### src/rtl/axi_ethernet_v3_01_a_sync_filter_if.sv
// Bundles the per-bit synchroniser data path: async input bits and the
// filtered level, edge pulses and change flag presented in the clk domain.
interface axi_ethernet_v3_01_a_sync_filter_if #(
    parameter int WIDTH = 1
);
    // No valid/ready handshake: data_in is a free-running level sampled every
    // clk edge, and every output is valid on every cycle once reset is released.
    logic [WIDTH-1:0] data_in;
    logic [WIDTH-1:0] data_out;
    logic [WIDTH-1:0] rise;
    logic [WIDTH-1:0] fall;
    logic             changed;

    modport master (
        output data_in,
        input  data_out,
        input  rise,
        input  fall,
        input  changed
    );

    modport slave (
        input  data_in,
        output data_out,
        output rise,
        output fall,
        output changed
    );
endinterface

### src/rtl/axi_ethernet_v3_01_a_sync_filter.sv
// Per-bit CDC synchroniser: flop chain, consecutive-mismatch glitch filter and
// registered rise/fall/changed pulses. Bits are fully independent.
module axi_ethernet_v3_01_a_sync_filter #(
    parameter int               WIDTH         = 1,
    parameter int               STAGES        = 2,
    parameter logic [WIDTH-1:0] INITIALISE    = '0,
    parameter int               FILTER_CYCLES = 1
) (
    input  logic                              clk,
    input  logic                              resetn,
    axi_ethernet_v3_01_a_sync_filter_if.slave bus
);
    localparam int CW = $clog2(FILTER_CYCLES + 1);
    localparam logic [CW-1:0] CNT_LAST = CW'(FILTER_CYCLES - 1);

    (* ASYNC_REG = "TRUE" *) logic [WIDTH-1:0] sync_q [STAGES];
    logic [WIDTH-1:0] sync_d [STAGES];
    logic [CW-1:0]    cnt_q  [WIDTH];
    logic [CW-1:0]    cnt_d  [WIDTH];
    logic [WIDTH-1:0] data_out_q, data_out_d;
    logic [WIDTH-1:0] rise_q, rise_d;
    logic [WIDTH-1:0] fall_q, fall_d;
    logic             changed_q, changed_d;

    // Pure flop-to-flop chain so the ASYNC_REG group stays intact.
    always_comb begin
        sync_d[0] = bus.data_in;
        for (int k = 1; k < STAGES; k++) begin
            sync_d[k] = sync_q[k-1];
        end
    end

    always_comb begin
        data_out_d = data_out_q;
        for (int i = 0; i < WIDTH; i++) begin
            cnt_d[i] = '0;
            if (sync_q[STAGES-1][i] != data_out_q[i]) begin
                if (cnt_q[i] == CNT_LAST) begin
                    data_out_d[i] = sync_q[STAGES-1][i];
                end else begin
                    cnt_d[i] = cnt_q[i] + CW'(1);
                end
            end
        end
        rise_d    = data_out_d & ~data_out_q;
        fall_d    = ~data_out_d & data_out_q;
        changed_d = |(rise_d | fall_d);
    end

    always_ff @(posedge clk or negedge resetn) begin
        if (!resetn) begin
            for (int k = 0; k < STAGES; k++) begin
                sync_q[k] <= INITIALISE;
            end
            for (int i = 0; i < WIDTH; i++) begin
                cnt_q[i] <= '0;
            end
            data_out_q <= INITIALISE;
            rise_q     <= '0;
            fall_q     <= '0;
            changed_q  <= 1'b0;
        end else begin
            for (int k = 0; k < STAGES; k++) begin
                sync_q[k] <= sync_d[k];
            end
            for (int i = 0; i < WIDTH; i++) begin
                cnt_q[i] <= cnt_d[i];
            end
            data_out_q <= data_out_d;
            rise_q     <= rise_d;
            fall_q     <= fall_d;
            changed_q  <= changed_d;
        end
    end

    assign bus.data_out = data_out_q;
    assign bus.rise     = rise_q;
    assign bus.fall     = fall_q;
    assign bus.changed  = changed_q;
endmodule

### src/flat_wrapper.sv
// flat-port wrapper written by rule: the top's interface ports become plain ports
module axi_ethernet_v3_01_a_sync_filter_flat 
#(
    parameter int               WIDTH         = 1,
    parameter int               STAGES        = 2,
    parameter logic [WIDTH-1:0] INITIALISE    = '0,
    parameter int               FILTER_CYCLES = 1
)
  (clk, resetn, bus_data_in, bus_data_out, bus_rise, bus_fall, bus_changed);
  axi_ethernet_v3_01_a_sync_filter_if #(.WIDTH(WIDTH)) bus_i ();
  input  logic clk;
  input  logic resetn;
  input wire logic [$bits(bus_i.data_in)-1:0] bus_data_in;
  output wire logic [$bits(bus_i.data_out)-1:0] bus_data_out;
  output wire logic [$bits(bus_i.rise)-1:0] bus_rise;
  output wire logic [$bits(bus_i.fall)-1:0] bus_fall;
  output wire logic [$bits(bus_i.changed)-1:0] bus_changed;
  assign bus_i.data_in = bus_data_in;
  assign bus_data_out = bus_i.data_out;
  assign bus_rise = bus_i.rise;
  assign bus_fall = bus_i.fall;
  assign bus_changed = bus_i.changed;
  axi_ethernet_v3_01_a_sync_filter #(.WIDTH(WIDTH), .STAGES(STAGES), .INITIALISE(INITIALISE), .FILTER_CYCLES(FILTER_CYCLES)) u_core (.clk(clk), .resetn(resetn), .bus(bus_i));
endmodule
### config.mk
export PLATFORM = sky130hd
export DESIGN_NAME = axi_ethernet_v3_01_a_sync_filter_flat
export DESIGN_NICKNAME = d
export VERILOG_FILES = /design/src/rtl/axi_ethernet_v3_01_a_sync_filter_if.sv /design/src/rtl/axi_ethernet_v3_01_a_sync_filter.sv /design/src/flat_wrapper.sv
export SDC_FILE = /design/constraint.sdc
export NUM_CORES = 1
export LEC_CHECK = 0
export ABC_CLOCK_PERIOD_IN_PS = 1190
export BUFFER_PORTS_ARGS = -buffer_cell sky130_fd_sc_hd__buf_2
export CORE_AREA = 5 5 42 44
export CTS_CLUSTER_SIZE = 14
export DETAILED_ROUTE_END_ITERATION = 16
export DIE_AREA = 0 0 47 49
export GPL_TIMING_DRIVEN = 0
export HOLD_SLACK_MARGIN = 0.02
export PLACE_DENSITY_LB_ADDON = 0.08
export SLEW_MARGIN = 20
export SYNTH_ARGS = -nofsm -noshare
export SYNTH_HDL_FRONTEND = slang
export SYNTH_SLANG_ARGS = --single-unit
### constraint.sdc
create_clock -name clk -period 1.19 [get_ports clk]
set_input_delay 0.119 -clock clk [delete_from_list [all_inputs] [get_ports clk]]
set_output_delay 0.119 -clock clk [all_outputs]
set_load 0.01 [all_outputs]
==> flow_metrics.py <==
metrics = {
    "outcome": {
        "status": "finished, final reports clean",
    },
    "worst_setup_path": {
        "crit_fanout": 4,
        "crit_path_end": "u_core.bus.data_out",
        "cp_cell_sequence": "inv_1 -> ha_1 -> or2_1",
        "r2r_slack_ns": 0.21,
        "slowest_delay_ns": 0.39,
        "criticalPathCategory": "flip-flop to flip-flop",
        "timing.rr.start": "u_core.bus.data_out",
        "r2r_end": "u_core.bus.data_out",
        "cp_top_family": "flip-flops",
        "startpoint": "u_core.bus.data_out",
        "arrival_ns": 1.09,
        "crit_path_end_kind": "flip-flop",
        "worst-path-buf-inv": 1,
        "r2r_cells": 3,
        "cp_slowest_cell": "dfrtp_1",
        "critPathLaunchType": "flip-flop",
        "crit_cells": 3,
        "worst_ep_required_time_ns": 1.30,
    },
    "grt": {
        "overflow": 0,
        "grt_use_total_pct": 3.404,
        "grt_pass1_wl_um": 469,
        "antenna_found_initial": 0,
        "grt_pass1_vias": 124,
        "grt_max_degree": 7,
    },
    "layout": {
        "drive_gt1_share_pct": 37.50,
        "antenna_cells": 0,
        "final_area_um2": 297.8,
        "fin_cells": 40,
        "area_growth_pct": 45.12,
        "layout.nets": 32,
    },
    "routing": {
        "wl_per_cell_um": 7.450,
        "drt_iter0_markers": 0,
        "wl_um": 298,
        "vias": 120,
        "first_pass_iters": 1,
        "drc": 0,
        "drtAntennaViolNets": 0,
        "via_per_inst": 3.000,
    },
    "clock_network": {
        "clock_latency_ns": 0.23,
        "cts_resized": 0,
        "clockBufferDepth": 2,
        "clk_pin_slew_ns": 0.04,
        "cts_root_buf": "clkbuf_4",
        "cts_buffers": 3,
        "cts_setup_buffers": 0,
        "h-tree-depth": 1,
        "ctsHoldBuffers": 2,
        "cts_tree": "built",
        "cts_sinks": 6,
    },
    "floorplanning": {
        "boundaryPins": 7,
        "fp.coreArea_mm2": 0.001401,
        "rows": 14,
        "dieWidth_um": 47,
        "die_y_um": 49,
        "die-area_mm2": 0.002303,
        "initial_core_util_pct": 14.64,
    },
    "timing": {
        "hold_viol_final": 0,
        "tns_ns": 0,
        "finalSetupViolCount": 0,
        "rsz0062_at_grt": "false",
        "max_freq_ghz": 1.024,
        "min_period_over_period_pct": 82.04,
        "layout_min_cycle_time_ns": 0.9762,
        "whs_ns": 0.2359,
        "maxSlewViolCount": 0,
        "finClkSkew_ns": 0.004132,
        "max_slew_margin_pct": 91.06,
        "worstMarginPinSlew_ns": 0.1341,
    },
    "placement": {
        "place_area_um2": 255.2,
        "io_buffers": 6,
        "routabilityCongestion": 0.5824,
        "place_inst": 35,
    },
    "synthesis": {
        "synthesis.area_um2": 205.2,
        "ys_ff_latch": 6,
        "syn_inst": 13,
        "syn_nets": 19,
        "synthDistinctLibCells": 4,
        "syn_area_per_cell_um2": 15.78,
        "yosysSeqAreaShare_pct": 73.17,
        "yosys_warnings": 0,
    },
    "power": {
        "power.density_mw_per_mm2": 1571,
        "peakVddDrop_mv": 0.3784,
        "p_leak_uw": 0.0001626,
    },
    "run": {
        "maxCapViolations": 0,
    },
    "min_path": {
        "hold_path.class": "input pin to async pin",
    },
}
==> logic make-up after synthesis <==
kind of cell,after synthesis,share of synthesized area (%)
AND/OR/NAND/NOR,1,3.051
adder cells (fa/ha/maj),3,18.29
flip-flops,6,73.17
buffers and inverters,3,5.487
==> through the flow <==
step                      setup slack (ns)  utilization [%]  total power [uW]
after floorplan                     0.2004                -             263.4
after global placement              0.2019            18.21             294.3
after detailed placement            0.2095            18.21             293.8
after CTS                           0.2022            21.25             482.2
after global routing                0.1525            21.25             499.1
final                               0.2138            21.25             467.8
==> routing by layer <==
layer  wire (um)  up-vias  global-route usage, %  part of all wire, %
li1            -       60                      -                    -
met1         121       52                  3.596                   41
met2         115        6                  3.167                   39
met3          57        2                  3.321                   19
met4           4        0                  4.147                  1.3
met5           0        -                      0                    0
==> synth_stat cells <==
| cell type | instances | area, um^2 |
|---|---|---|
| dfrtp_1 | 6 | 150.1 |
| ha_1 | 3 | 37.54 |
| inv_1 | 3 | 11.26 |
| or2_1 | 1 | 6.260 |
==> layout make-up <==
cell class | instances | area [um^2]
timing repair buffer | 8 | 50.05
tap | 16 | 20.02
fill | 154 | 1104
inverter | 3 | 11.26
sequential | 6 | 150.1
multi-input combinational | 4 | 43.79
clock buffer | 3 | 22.52
==> placed cells by master, fill, tap and decap left out <==
cell,synthesis,final
inv_1,3,3
dfrtp_1,6,6
or2_1,1,1
buf_2,0,6
clkbuf_4,0,3
ha_1,3,3
dlygate4sd3_1,0,2
==> worst min-delay path by stage <==
stage / from / to / slack (ns) / cells after the start
2_1_floorplan: resetn / u_core.bus.changed / -0.18 / 0
3_3_place_gp: resetn / u_core.bus.fall / -0.05 / 1
3_5_place_dp: resetn / u_core.bus.fall / -0.05 / 1
4_1_cts: resetn / u_core.bus.changed / 0.24 / 2
5_1_grt: resetn / u_core.bus.changed / 0.25 / 2
6_report: resetn / u_core.bus.changed / 0.24 / 2
==> report_power, final <==
group          total, uW  switching, uW  internal [uW]
logic               56.1           29.2           27.0
registers            236           9.88            227
clock network        175           62.0            113
==> flip-flops by register name, indices dropped and copies added, names as in the netlist <==
name                 cells
u_core.sync_q            2
u_core.bus.changed       1
u_core.bus.data_out      1
u_core.bus.fall          1
u_core.bus.rise          1
Power figures use the tool's default switching activity.
